**src/rtl/smachine_mem_pkg.sv**
```systemverilog
// rtl/smachine_mem_pkg.sv - shared types and address map for the DataMemory front end
package smachine_mem_pkg;

    typedef enum logic [1:0] {
        IDLE   = 2'd0,
        SETUP  = 2'd1,
        ACCESS = 2'd2,
        RESP   = 2'd3
    } state_t;

    localparam int ADDR_W_DEF   = 9;
    localparam int DATA_W_DEF   = 16;
    localparam int DB_COUNT_DEF = 50000;

    localparam int SW_ADDR0  = 4;
    localparam int SW_ADDR1  = 5;
    localparam int LED_ADDR0 = 0;
    localparam int LED_ADDR1 = 1;

endpackage

```
**src/rtl/mem_access_ctrl_if.sv**
```systemverilog
// rtl/mem_access_ctrl_if.sv - CPU load/store request bus
interface mem_access_ctrl_if #(
    parameter int ADDR_W = smachine_mem_pkg::ADDR_W_DEF,
    parameter int DATA_W = smachine_mem_pkg::DATA_W_DEF
);
    logic              cpu_req;
    logic              cpu_we;
    logic [ADDR_W-1:0] cpu_addr;
    logic [DATA_W-1:0] cpu_wdata;
    logic              cpu_ack;
    logic [DATA_W-1:0] cpu_rdata;
    logic              cpu_busy;

    modport master (
        output cpu_req, cpu_we, cpu_addr, cpu_wdata,
        input  cpu_ack, cpu_rdata, cpu_busy
    );

    modport slave (
        input  cpu_req, cpu_we, cpu_addr, cpu_wdata,
        output cpu_ack, cpu_rdata, cpu_busy
    );
endinterface

```
**src/rtl/sw_debounce.sv**
```systemverilog
// rtl/sw_debounce.sv - two-flop synchroniser plus stability counter for one board switch
module sw_debounce #(
    parameter int DB_COUNT = smachine_mem_pkg::DB_COUNT_DEF
) (
    input  logic clk,
    input  logic reset_n,
    input  logic sw_raw,
    output logic sw_clean
);
    localparam int              CNT_W   = (DB_COUNT > 1) ? $clog2(DB_COUNT) : 1;
    localparam logic [CNT_W-1:0] CNT_MAX = CNT_W'(DB_COUNT - 1);

    logic [1:0]       r_sync;
    logic [CNT_W-1:0] r_cnt;
    logic             r_clean;

    // Any sample agreeing with the current clean level restarts the stability window.
    always_ff @(posedge clk or negedge reset_n) begin
        if (!reset_n) begin
            r_sync  <= '0;
            r_cnt   <= '0;
            r_clean <= 1'b0;
        end else begin
            r_sync <= {r_sync[0], sw_raw};
            if (r_sync[1] == r_clean) begin
                r_cnt <= '0;
            end else if (r_cnt == CNT_MAX) begin
                r_clean <= r_sync[1];
                r_cnt   <= '0;
            end else begin
                r_cnt <= r_cnt + 1'b1;
            end
        end
    end

    assign sw_clean = r_clean;

endmodule

```
**src/rtl/mem_access_ctrl.sv**
```systemverilog
// rtl/mem_access_ctrl.sv - single-word load/store sequencer in front of DataMemory
module mem_access_ctrl
    import smachine_mem_pkg::state_t, smachine_mem_pkg::IDLE, smachine_mem_pkg::SETUP,
           smachine_mem_pkg::ACCESS, smachine_mem_pkg::RESP;
#(
    parameter int ADDR_W   = smachine_mem_pkg::ADDR_W_DEF,
    parameter int DATA_W   = smachine_mem_pkg::DATA_W_DEF,
    parameter int DB_COUNT = smachine_mem_pkg::DB_COUNT_DEF,
    parameter int SW_ADDR0 = smachine_mem_pkg::SW_ADDR0,
    parameter int SW_ADDR1 = smachine_mem_pkg::SW_ADDR1
) (
    input  logic              clk,
    input  logic              reset_n,
    mem_access_ctrl_if.slave  cpu,
    output logic [ADDR_W-1:0] mem_addr,
    output logic              mem_read_write,
    output logic [DATA_W-1:0] mem_data_in,
    input  logic [DATA_W-1:0] mem_data_out,
    input  logic [1:0]        sw_raw,
    output logic [1:0]        sw_clean
);
    state_t            r_state;
    logic              r_we;
    logic [ADDR_W-1:0] r_addr;
    logic [DATA_W-1:0] r_wdata;
    logic              r_ack;
    logic              r_busy;
    logic [DATA_W-1:0] r_rdata;
    logic [ADDR_W-1:0] r_mem_addr;
    logic              r_mem_rw;
    logic [DATA_W-1:0] r_mem_data_in;
    logic              w_sw_hit;

    assign w_sw_hit = (r_addr == ADDR_W'(SW_ADDR0)) || (r_addr == ADDR_W'(SW_ADDR1));

    // Outputs are registered from the current state, so each one shows up a cycle after it.
    always_ff @(posedge clk or negedge reset_n) begin
        if (!reset_n) begin
            r_state       <= IDLE;
            r_we          <= 1'b0;
            r_addr        <= '0;
            r_wdata       <= '0;
            r_ack         <= 1'b0;
            r_busy        <= 1'b0;
            r_rdata       <= '0;
            r_mem_addr    <= '0;
            r_mem_rw      <= 1'b0;
            r_mem_data_in <= '0;
        end else begin
            case (r_state)
                IDLE: begin
                    r_ack <= 1'b0;
                    if (cpu.cpu_req) begin
                        r_we    <= cpu.cpu_we;
                        r_addr  <= cpu.cpu_addr;
                        r_wdata <= cpu.cpu_wdata;
                        r_busy  <= 1'b1;
                        r_state <= SETUP;
                    end else begin
                        r_busy <= 1'b0;
                    end
                end
                SETUP: begin
                    r_mem_addr    <= r_addr;
                    r_mem_data_in <= r_wdata;
                    r_mem_rw      <= 1'b0;
                    r_state       <= ACCESS;
                end
                ACCESS: begin
                    // Switch addresses are read-only: the store is acked but never strobed.
                    r_mem_rw <= r_we && !w_sw_hit;
                    r_state  <= RESP;
                end
                RESP: begin
                    r_mem_rw <= 1'b0;
                    r_ack    <= 1'b1;
                    if (!r_we) begin
                        r_rdata <= mem_data_out;
                    end
                    r_state <= IDLE;
                end
                default: r_state <= IDLE;
            endcase
        end
    end

    assign cpu.cpu_ack   = r_ack;
    assign cpu.cpu_busy  = r_busy;
    assign cpu.cpu_rdata = r_rdata;
    assign mem_addr      = r_mem_addr;
    assign mem_read_write = r_mem_rw;
    assign mem_data_in   = r_mem_data_in;

    for (genvar i = 0; i < 2; i++) begin : g_db
        sw_debounce #(.DB_COUNT(DB_COUNT)) u_db (
            .clk      (clk),
            .reset_n  (reset_n),
            .sw_raw   (sw_raw[i]),
            .sw_clean (sw_clean[i])
        );
    end

endmodule
```
**src/flat_wrapper.sv**
```systemverilog
// flat-port wrapper written by rule: the top's interface ports become plain ports
module mem_access_ctrl_flat import smachine_mem_pkg::state_t, smachine_mem_pkg::IDLE, smachine_mem_pkg::SETUP,
           smachine_mem_pkg::ACCESS, smachine_mem_pkg::RESP;
#(
    parameter int ADDR_W   = smachine_mem_pkg::ADDR_W_DEF,
    parameter int DATA_W   = smachine_mem_pkg::DATA_W_DEF,
    parameter int DB_COUNT = smachine_mem_pkg::DB_COUNT_DEF,
    parameter int SW_ADDR0 = smachine_mem_pkg::SW_ADDR0,
    parameter int SW_ADDR1 = smachine_mem_pkg::SW_ADDR1
)
  (clk, reset_n, mem_addr, mem_read_write, mem_data_in, mem_data_out, sw_raw, sw_clean, cpu_cpu_req, cpu_cpu_we, cpu_cpu_addr, cpu_cpu_wdata, cpu_cpu_ack, cpu_cpu_rdata, cpu_cpu_busy);
  mem_access_ctrl_if #(.ADDR_W(ADDR_W), .DATA_W(DATA_W)) cpu_i ();
  input  logic clk;
  input  logic reset_n;
  output logic [ADDR_W-1:0] mem_addr;
  output logic mem_read_write;
  output logic [DATA_W-1:0] mem_data_in;
  input  logic [DATA_W-1:0] mem_data_out;
  input  logic [1:0] sw_raw;
  output logic [1:0] sw_clean;
  input wire logic [$bits(cpu_i.cpu_req)-1:0] cpu_cpu_req;
  input wire logic [$bits(cpu_i.cpu_we)-1:0] cpu_cpu_we;
  input wire logic [$bits(cpu_i.cpu_addr)-1:0] cpu_cpu_addr;
  input wire logic [$bits(cpu_i.cpu_wdata)-1:0] cpu_cpu_wdata;
  output wire logic [$bits(cpu_i.cpu_ack)-1:0] cpu_cpu_ack;
  output wire logic [$bits(cpu_i.cpu_rdata)-1:0] cpu_cpu_rdata;
  output wire logic [$bits(cpu_i.cpu_busy)-1:0] cpu_cpu_busy;
  assign cpu_i.cpu_req = cpu_cpu_req;
  assign cpu_i.cpu_we = cpu_cpu_we;
  assign cpu_i.cpu_addr = cpu_cpu_addr;
  assign cpu_i.cpu_wdata = cpu_cpu_wdata;
  assign cpu_cpu_ack = cpu_i.cpu_ack;
  assign cpu_cpu_rdata = cpu_i.cpu_rdata;
  assign cpu_cpu_busy = cpu_i.cpu_busy;
  mem_access_ctrl #(.ADDR_W(ADDR_W), .DATA_W(DATA_W), .DB_COUNT(DB_COUNT), .SW_ADDR0(SW_ADDR0), .SW_ADDR1(SW_ADDR1)) u_core (.clk(clk), .reset_n(reset_n), .cpu(cpu_i), .mem_addr(mem_addr), .mem_read_write(mem_read_write), .mem_data_in(mem_data_in), .mem_data_out(mem_data_out), .sw_raw(sw_raw), .sw_clean(sw_clean));
endmodule
```
**config.mk**
```make
export PLATFORM = sky130hd
export DESIGN_NAME = mem_access_ctrl_flat
export DESIGN_NICKNAME = d
export VERILOG_FILES = /design/src/rtl/smachine_mem_pkg.sv /design/src/rtl/mem_access_ctrl_if.sv /design/src/rtl/sw_debounce.sv /design/src/rtl/mem_access_ctrl.sv /design/src/flat_wrapper.sv
export SDC_FILE = /design/constraint.sdc
export NUM_CORES = 1
export LEC_CHECK = 0
export CORE_ASPECT_RATIO = 1.4
export CORE_MARGIN = 5
export CORE_UTILIZATION = 53
export CTS_BUF_LIST = sky130_fd_sc_hd__clkbuf_8
export CTS_CLUSTER_DIAMETER = 120
export CTS_CLUSTER_SIZE = 10
export DETAILED_ROUTE_END_ITERATION = 10
export GPL_ROUTABILITY_DRIVEN = 0
export GPL_TIMING_DRIVEN = 0
export PLACE_DENSITY = 0.82
export SLEW_MARGIN = 25
export SYNTH_ARGS = -nofsm -noshare
export SYNTH_HDL_FRONTEND = slang
export SYNTH_SLANG_ARGS = --single-unit
export TNS_END_PERCENT = 10
```
**constraint.sdc**
```tcl
create_clock -name clk -period 2.9 [get_ports clk]
set_clock_uncertainty 0.2 [all_clocks]
set_input_delay 0.58 -clock clk [delete_from_list [all_inputs] [get_ports clk]]
set_output_delay 0.58 -clock clk [all_outputs]
set_load 0.02 [all_outputs]
```
==> results of run 1 <==
==> cell families (layout without fill, tap and decap cells) <==
logic type                 Yosys count  in the layout  synth area share (%)
xor gates and xnor gates            29             29                  5.63
AOI/OAI and AO/OA                    6              6                 0.971
DFF                                110            110                  61.0
adders and majority gates            7              7                  1.94
buffers and inverters               20            130                  2.02
muxes                               71             71                  17.8
and+or+nand+nor                     97             97                  10.6
==> final timing paths <==
kind | startpoint | endpoint | depth (start not counted)
max | u_core.g_db[1].u_db.r_cnt[0]$_DFF_PN0_ | u_core.g_db[1].u_db.r_cnt[10]$_DFF_PN0_ | 5
min | u_core.g_db[1].u_db.r_sync[0]$_DFF_PN0_ | u_core.g_db[1].u_db.r_sync[1]$_DFF_PN0_ | 0
max reg2reg | u_core.g_db[1].u_db.r_cnt[0]$_DFF_PN0_ | u_core.g_db[1].u_db.r_cnt[10]$_DFF_PN0_ | 5
min reg2reg | u_core.g_db[1].u_db.r_sync[0]$_DFF_PN0_ | u_core.g_db[1].u_db.r_sync[1]$_DFF_PN0_ | 0
max in group asynchronous | reset_n | u_core.r_addr[8]$_DFFE_PN0P_ | 3
min in group asynchronous | reset_n | u_core.g_db[0].u_db.r_cnt[2]$_DFF_PN0_ | 2
==> critical path, stage by stage, from the launching register on <==
cell and delay (ns):
dfrtp_1 0.40, ha_1 0.20, nand3_1 0.29, o41ai_2 0.72
buf_2 0.34, nor2_1 0.07
==> synth_stat cells (all sizes together) <==
master	instances
nand3	11
clkbuf	7
or4b	2
buf	4
nand4	5
nor2b	2
inv	9
o41ai	1
xnor2	24
nor2	38
ha	7
nand4b	1
or3	1
nor3	7
nor4b	1
and3	1
o21ai	2
xor2	5
a21oi	2
nor4	11
mux2	71
dfrtp	110
nand3b	1
or4	2
nand2	13
o31ai	1
and2	1
==> registers in the layout, summed over array words and instances, names as in the netlist <==
| name | count |
|---|---|
| u_core.mem_data_in | 16 |
| u_core.g_db.u_db.r_sync | 4 |
| u_core.r_we | 1 |
| u_core.cpu.cpu_busy | 1 |
| u_core.g_db.u_db.r_cnt | 32 |
| u_core.cpu.cpu_rdata | 16 |
| u_core.mem_addr | 9 |
| u_core.r_state | 2 |
| u_core.r_addr | 9 |
| u_core.mem_read_write | 1 |
| u_core.g_db.u_db.sw_clean | 2 |
| u_core.r_wdata | 16 |
| u_core.cpu.cpu_ack | 1 |
==> stage by stage <==
stage	setup WS [ns]	hold slack (ns)
finish	0.556	0.172
global route	0.370	0.183
CTS	0.547	0.170
detailed placement	0.320	0.142
global placement	-2.94	0.137
floorplan	0.841	0.0844
==> where the power goes <==
| part | switching [uW] | internal (uW) | total (uW) |
|---|---|---|---|
| clock | 484 | 553 | 1040 |
| combinational | 964 | 1210 | 2180 |
| sequential | 282 | 2070 | 2350 |
==> cell type report <==
type,instances,area [um2],share of cell area [%]
buffer,11,57.6,0.987
sequential,110,2750,47.2
clock buffer,12,165,2.83
timing repair buffer,94,960,16.5
multi-input combinational,210,1670,28.6
inverter,9,33.8,0.579
tap,102,128,2.19
clock inverter,4,68.8,1.18
==> per-layer routing <==
layer	wire length, um	part of all wire (%)	track usage [%]
met5	0	0	0
met4	242	2.7	9.69
met3	435	4.9	4.14
met2	4790	54	31.0
met1	3360	38	21.3
==> repair_timing <==
item / in CTS / in global routing
buffers inserted: 0 / 0
endpoints found under the hold margin: 44 / 0
hold buffers: 1 / 0
==> reports/qor.yml, run 1 <==
drt_wl_total_um: 8820
antenna_found_initial: 0
layout.nets: 499
setup_viol: 0
cts_root_buffer: "clkbuf_8"
finalSetupTns_ns: 0
layout_common_cells: "dfrtp_1, clkdlybuf4s50_1, mux2_2"
rows: 39
synth_top_area_cell: "dfrtp_1"
overflow: 0
syn_avg_cell_area_um2: 13.3
die-area_um2: 10500
synthCells: 340
yosysSeqAreaShare_pct: 61.0
cts_buffers: 9
ant_nets: 0
finalInstanceArea_um2: 5830
final_common_cell: "dfrtp_1"
cts.sinks: 110
crit_required_ns: 2.96
syn_to_final_growth_pct: 29.3
ctsLongestPathBuffers: 2
crit_path_end_kind: "flop"
clk_pin_slew_ns: 0.10
syn_nets: 394
ys_seq_elements: 110
finalPower_uw: 5560
drtPass1Iterations: 4
vdd_drop_max_mv: 0.784
vias: 2919
max_clock_freq_ghz: 0.427
grt_pass1_vias: 3191
cap_viol_max_count: 0
viasPerCell: 5.29
grt_max_degree: 67
power_density_nw_per_um2: 953
netlist_area_um2: 4510
placed_cell_area_um2: 5590
initialDrtViolationCount: 100
placed_cells: 535
fillCellCount: 569
crit_path_max_fanout: 10
synth.top_cell.area_share_pct: 61.0
grt_usage_pct: 18.4
tightestPinTransition_ns: 0.686
routedWlPerCell_um: 16.0
final_cells: 552
io_buffers: 92
clk_latency_ns: 0.37
drive_above_1_share_pct: 21.1
fin_crit_ns: 2.34
dp_hpwl_um: 6440
path_class: "flop to flop"
rsz0062_at_grt: "false"
slew_viol_final: 0
max_slew_margin_pct: 53.8
die_x_um: 88.0
start_util_pct: 54.7
cts_resized: 0
status: "finished, final reports clean"
ys_types: 32
core_region_area_um2: 8250
fin_crit_sh_pct: 80.8
drc: 0
ys_top_cells_by_area: "dfrtp_1, mux2_2, xnor2_1, nor2_1, ha_1"
pin_count: 93
r2r_slack_ns: 0.56
p_leak_uw: 0.00243
finalHoldViolCount: 0
final_util_pct: 70.7
cts_tree: "done"
min_path_type: "flop to flop"
crit_arrival_ns: 2.41
die_h_um: 119
setup.worst_path.start_class: "flop"
antenna_cells: 0
h-tree-depth: 3
grt_pass1_wl_um: 14900
ys_warn_count: 0
Note: power is estimated with default switching activity, not from simulation.
==> inputs of run 2 (changes only) <==
--- a/config.mk
+++ b/config.mk
@@ -7,14 +7,14 @@
 export LEC_CHECK = 0
 export CORE_ASPECT_RATIO = 1.4
 export CORE_MARGIN = 5
-export CORE_UTILIZATION = 53
+export CORE_UTILIZATION = 48
 export CTS_BUF_LIST = sky130_fd_sc_hd__clkbuf_8
 export CTS_CLUSTER_DIAMETER = 120
 export CTS_CLUSTER_SIZE = 10
 export DETAILED_ROUTE_END_ITERATION = 10
 export GPL_ROUTABILITY_DRIVEN = 0
 export GPL_TIMING_DRIVEN = 0
-export PLACE_DENSITY = 0.82
+export PLACE_DENSITY = 0.79
 export SLEW_MARGIN = 25
 export SYNTH_ARGS = -nofsm -noshare
 export SYNTH_HDL_FRONTEND = slang
==> constraint.sdc (replaced) <==
create_clock -name clk -period 2.1 [get_ports clk]
set_clock_uncertainty 0.2 [all_clocks]
set_input_delay 0.42 -clock clk [delete_from_list [all_inputs] [get_ports clk]]
set_output_delay 0.42 -clock clk [all_outputs]
set_load 0.02 [all_outputs]
==> reports/qor.yml, run 2 (synthesized netlist as in run 1, its figures left out) <==
grt_usage_pct: 16.7  # was 18.4%
core_region_area_um2: 9350  # was 8250 um2
crit_start: "u_core.g_db[0].u_db.r_cnt[11]$_DFF_PN0_"  # was u_core.g_db[1].u_db.r_cnt[0]$_DFF_PN0_
reg2reg_from: "u_core.g_db[0].u_db.r_cnt[11]$_DFF_PN0_"  # was u_core.g_db[1].u_db.r_cnt[0]$_DFF_PN0_
final_util_pct: 63.5  # was 70.7%
final_common_cell: "dfrtp_1"  # unchanged
drive_above_1_share_pct: 25.4  # was 21.1%
slew_viol_final: 0  # unchanged
largest_reg_flops: 32  # unchanged
vdd_drop_max_mv: 0.922  # was 0.784 mV
vias: 2927  # was 2,919
final_cells: 567  # was 552
die_x_um: 91.9  # was 88.0 um
antenna_found_initial: 0  # unchanged
ant_nets: 0  # unchanged
fillCellCount: 715  # was 569
drc: 0  # unchanged
cts_tree: "done"  # unchanged
setup_slack_ns: -0.0393  # was 0.556 ns
initialDrtViolationCount: 131  # was 100
crit_required_ns: 2.17  # was 2.96 ns
cts_buffers: 9  # unchanged
ctsLongestPathBuffers: 2  # unchanged
rows: 42  # was 39
max_slew_margin_pct: 72.0  # was 53.8%
viasPerCell: 5.16  # was 5.29
placed_cells: 543  # was 535
seq_area_um2: 2750  # unchanged
drt_wl_total_um: 9020  # was 8820 um
start_util_pct: 48.2  # was 54.7%
dp_hpwl_um: 6580  # was 6440 um
fin_crit_sh_pct: 102  # was 80.8%
io_buffers: 92  # unchanged
multi_input_area_um2: 1710  # was 1670 um2
grt_max_degree: 76  # was 67
pin_count: 93  # unchanged
antenna_cells: 0  # unchanged
dp_slack_ns: -0.328  # was 0.320 ns
layout.nets: 506  # was 499
h-tree-depth: 3  # unchanged
crit_path_max_fanout: 5  # was 10
crit_path_end_kind: "flop"  # unchanged
cap_viol_max_count: 0  # unchanged
syn_to_final_growth_pct: 31.7  # was 29.3%
layout_common_cells: "dfrtp_1, clkdlybuf4s50_1, mux2_2"  # unchanged
finalHoldViolCount: 0  # unchanged
routedWlPerCell_um: 15.9  # was 16.0 um
die-area_um2: 11500  # was 10,500 um2
rsz0062_at_grt: "true"  # was false
top_register: "u_core.g_db.u_db.r_cnt"  # unchanged
overflow: 0  # unchanged
grt_pass1_wl_um: 15100  # was 14,900 um
drtPass1Iterations: 4  # unchanged
p_leak_uw: 0.00250  # was 0.00243 uW
violations: "negative setup slack"
setup.worst_path.start_class: "flop"  # unchanged
cts_root_buffer: "clkbuf_8"  # unchanged
status: "finished with violations"  # was finished, final reports clean
clk_latency_ns: 0.37  # about the same
crit_arrival_ns: 2.21  # was 2.41 ns
path_class: "flop to flop"  # unchanged
max_clock_freq_ghz: 0.467  # was 0.427 GHz
grt_pass1_vias: 3145  # was 3,191
clk_pin_slew_ns: 0.11  # was 0.10 ns
setup_viol: 13  # was 0
tightestPinTransition_ns: 0.419  # was 0.686 ns
fin_crit_ns: 2.14  # was 2.34 ns
min_path_type: "flop to flop"  # unchanged
cts.sinks: 110  # unchanged
worstHoldStart: "u_core.g_db[1].u_db.r_sync[0]$_DFF_PN0_"  # unchanged
die_h_um: 125  # was 119 um
finalSetupTns_ns: -0.292  # was 0 ns
power_density_nw_per_um2: 1280  # was 953 nW/um2
## run 2: changes by cell type in the layout (fill, tap and decap cells not counted), moves of 2 or more
| cell | change |
|---|---|
| nand3_1 | -2 |
| clkdlybuf4s50_1 | -2 |
| inv_6 | +3 |
| buf_4 | +9 |
| clkbuf_2 | +5 |
| clkbuf_1 | -7 |
| clkinv_4 | +2 |
| clkbuf_8 | -3 |
## run 2: final timing paths
path                                                           end  slack (ns)  depth (start not counted)
setup / recovery           u_core.g_db[0].u_db.r_cnt[12]$_DFF_PN0_       -0.04                          5
hold / removal             u_core.g_db[1].u_db.r_sync[1]$_DFF_PN0_        0.17                          0
setup reg to reg           u_core.g_db[0].u_db.r_cnt[12]$_DFF_PN0_       -0.04                          5
hold reg to reg            u_core.g_db[1].u_db.r_sync[1]$_DFF_PN0_        0.17                          0
max in group asynchronous  u_core.g_db[1].u_db.r_cnt[13]$_DFF_PN0_        0.73                          3
min in group asynchronous            u_core.r_wdata[3]$_DFFE_PN0P_        0.29                          2
## run 2: where the power goes
group	switching (uW)	internal (uW)
clock network	743	578
registers	389	2850
logic	1350	1700
total	2480	5130
## run 2: through the flow
step	power, uW	hold WS, ns	instance area (um2)
6_report	7610	0.165	5940
2_1_floorplan	4980	-0.0756	4510
5_1_grt	8060	0.187	5940
4_1_cts	7720	0.172	5860
3_5_place_dp	6350	0.139	5600
3_3_place_gp	6220	0.138	5570
## run 2: layer usage
layer	GRT usage [%]	vias to the layer above	wire length [um]
li1	-	1395	-
met1	19.0	1465	3480
met2	28.8	51	4920
met3	4.35	16	399
met4	8.05	0	223
met5	0	-	0
## run 2: layout make-up
class	count	area share (%)
Buffer	11	1.22
Tap cell	110	2.32
Clock inverter	7	1.52
Timing Repair Buffer	101	17.2
Sequential cell	110	46.3
Clock buffer	9	2.08
Inverter	9	0.569
Multi-Input combinational cell	210	28.7
## run 2: worst max-delay path, cell delays in order (launching register included)
cell	delay, ns
dfrtp_1	0.43
or4b_1	0.52
or4_4	0.57
nand2_4	0.13
clkbuf_16	0.15
nor2_1	0.04
## run 2: timing repair
| item | CTS | global route |
|---|---|---|
| pin swaps | 3 | 3 |
| hold buffers | 1 | 0 |
| hold endpoints to repair | 35 | 0 |
| gates cloned | 0 | 1 |
| gates resized for setup | 14 | 6 |
| buffers inserted | 1 | 5 |
| setup endpoints to repair | 73 | 33 |
==> inputs of run 3 (changes only) <==
--- a/config.mk
+++ b/config.mk
@@ -14,7 +14,7 @@
 export DETAILED_ROUTE_END_ITERATION = 10
 export GPL_ROUTABILITY_DRIVEN = 0
 export GPL_TIMING_DRIVEN = 0
-export PLACE_DENSITY = 0.79
+export PLACE_DENSITY_LB_ADDON = 0.15
 export SLEW_MARGIN = 25
 export SYNTH_ARGS = -nofsm -noshare
 export SYNTH_HDL_FRONTEND = slang
==> reports/qor.yml, run 3 (synthesized netlist as in run 1, its figures left out) <==
fin_crit_ns: 2.13  # was 2.14 ns
io_buffers: 92  # unchanged
grt_pass1_vias: 3038  # was 3,145
antenna_cells: 0  # unchanged
crit_required_ns: 2.16  # was 2.17 ns
met1_usage_pct: 19.0  # about the same
clk_latency_ns: 0.36  # was 0.37 ns
layout_common_cells: "dfrtp_1, clkdlybuf4s50_1, mux2_2"  # unchanged
max_clock_freq_ghz: 0.470  # was 0.467 GHz
grt_pass1_wl_um: 14700  # was 15,100 um
setup_viol: 1  # was 13
die-area_um2: 11500  # unchanged
setup_slack_ns: -0.0263  # was -0.0393 ns
cts_root_buffer: "clkbuf_8"  # unchanged
largest_reg_flops: 32  # unchanged
vias: 2926  # was 2,927
vdd_drop_max_mv: 0.830  # was 0.922 mV
overflow: 0  # unchanged
setup.worst_path.start_class: "flop"  # unchanged
crit_path_end_kind: "flop"  # unchanged
cap_viol_max_count: 0  # unchanged
path_class: "flop to flop"  # unchanged
final_util_pct: 63.2  # was 63.5%
drt_wl_total_um: 8860  # was 9020 um
core_region_area_um2: 9350  # unchanged
use_met2_pct: 27.6  # was 28.8%
max_slew_margin_pct: 69.9  # was 72.0%
fillCellCount: 741  # was 715
syn_to_final_growth_pct: 31.0  # was 31.7%
crit_arrival_ns: 2.18  # was 2.21 ns
finalHoldViolCount: 0  # unchanged
drc: 0  # unchanged
viasPerCell: 5.17  # was 5.16
finalSetupTns_ns: -0.0263  # was -0.292 ns
crit_path_max_fanout: 3  # was 5
fin_crit_sh_pct: 101  # was 102%
status: "finished with violations"  # unchanged
initialDrtViolationCount: 91  # was 131
cts_buffers: 9  # unchanged
grt_busiest_layer: "met2"  # unchanged
grt_usage_pct: 16.1  # was 16.7%
rsz0062_at_grt: "true"  # unchanged
cts.sinks: 110  # unchanged
slew_viol_final: 0  # unchanged
pin_count: 93  # unchanged
routedWlPerCell_um: 15.7  # was 15.9 um
drive_above_1_share_pct: 25.0  # was 25.4%
min_path_type: "flop to flop"  # unchanged
violations: "negative setup slack"  # unchanged
power_density_nw_per_um2: 1290  # was 1280 nW/um2
clk_pin_slew_ns: 0.10  # was 0.11 ns
ant_nets: 0  # unchanged
start_util_pct: 48.2  # unchanged
dp_slack_ns: -0.387  # was -0.328 ns
h-tree-depth: 3  # unchanged
final_common_cell: "dfrtp_1"  # unchanged
grt_max_degree: 65  # was 76
cts_tree: "done"  # unchanged
drtPass1Iterations: 4  # unchanged
layout.nets: 505  # was 506
die_h_um: 125  # unchanged
dp_hpwl_um: 6440  # was 6580 um
p_leak_uw: 0.00250  # about the same
tightestPinTransition_ns: 0.450  # was 0.419 ns
top_register: "u_core.g_db.u_db.r_cnt"  # unchanged
rows: 42  # unchanged
whs_ns: 0.172  # was 0.165 ns
die_x_um: 91.9  # unchanged
use_met3_pct: 5.26  # was 4.35%
ctsLongestPathBuffers: 2  # unchanged
antenna_found_initial: 0  # unchanged
[run 3: cell types whose count changed in the layout (fill, tap and decap cells not counted), sizes merged]
cell    change
clkbuf      +1
bufinv      +1
buf         -2
inv         -1
[run 3: cell type report]
type / count / area (um2) / area share [%]
Clock inverter: 7 / 96.3 / 1.63
Tap cell: 110 / 138 / 2.33
Multi-Input combinational cell: 210 / 1700 / 28.7
Clock buffer: 9 / 124 / 2.10
Inverter: 9 / 33.8 / 0.571
Sequential cell: 110 / 2750 / 46.6
Buffer: 11 / 70.1 / 1.19
Timing Repair Buffer: 100 / 1000 / 16.9
[run 3: timing repair]
item                       4_1_cts  5_1_grt
gates resized for setup         13        2
setup endpoints to repair       72       13
hold endpoints to repair        46        0
hold buffers                     1        0
pin swaps                        2        2
setup buffers                    1        5
[run 3: final timing paths]
| check | from | end | slack, ns | cells past startpoint |
|---|---|---|---|---|
| worst max-delay path | u_core.g_db[0].u_db.r_cnt[13]$_DFF_PN0_ | u_core.g_db[0].u_db.sw_clean$_DFFE_PN0P_ | -0.03 | 3 |
| worst min-delay path | u_core.g_db[0].u_db.r_sync[0]$_DFF_PN0_ | u_core.g_db[0].u_db.r_sync[1]$_DFF_PN0_ | 0.17 | 0 |
| worst max register to register | u_core.g_db[0].u_db.r_cnt[13]$_DFF_PN0_ | u_core.g_db[0].u_db.sw_clean$_DFFE_PN0P_ | -0.03 | 3 |
| worst min register to register | u_core.g_db[0].u_db.r_sync[0]$_DFF_PN0_ | u_core.g_db[0].u_db.r_sync[1]$_DFF_PN0_ | 0.17 | 0 |
| max in group asynchronous | reset_n | u_core.cpu.cpu_rdata[8]$_DFFE_PN0P_ | 0.70 | 3 |
| min in group asynchronous | reset_n | u_core.mem_addr[1]$_DFFE_PN0P_ | 0.35 | 2 |
[run 3: stage by stage]
step | total power (uW) | cells | area [um2]
3_3_place_gp | 6230 | 542 | 5570
6_report | 7650 | 566 | 5910
4_1_cts | 7760 | 561 | 5860
2_1_floorplan | 4980 | 340 | 4510
5_1_grt | 8100 | 566 | 5910
3_5_place_dp | 6340 | 543 | 5600
[run 3: per-layer routing]
metal  part of all wire, %  vias to the layer above  routed length, um
met5                     0                        -                  0
met4                   1.3                        0                115
met2                    53                       63               4660
met1                    40                     1471               3540
met3                   6.1                        7                543
li1                      -                     1385                  -
[run 3: critical path: stages, from the launching register on]
cell and delay [ns]:
dfrtp_1 0.41, or4b_1 0.54, or4_4 0.57, mux2_4 0.31
[run 3: power breakdown]
group          switching [uW]  internal, uW
Clock                     712           679
Combinational            1330          1690
Sequential                379          2850
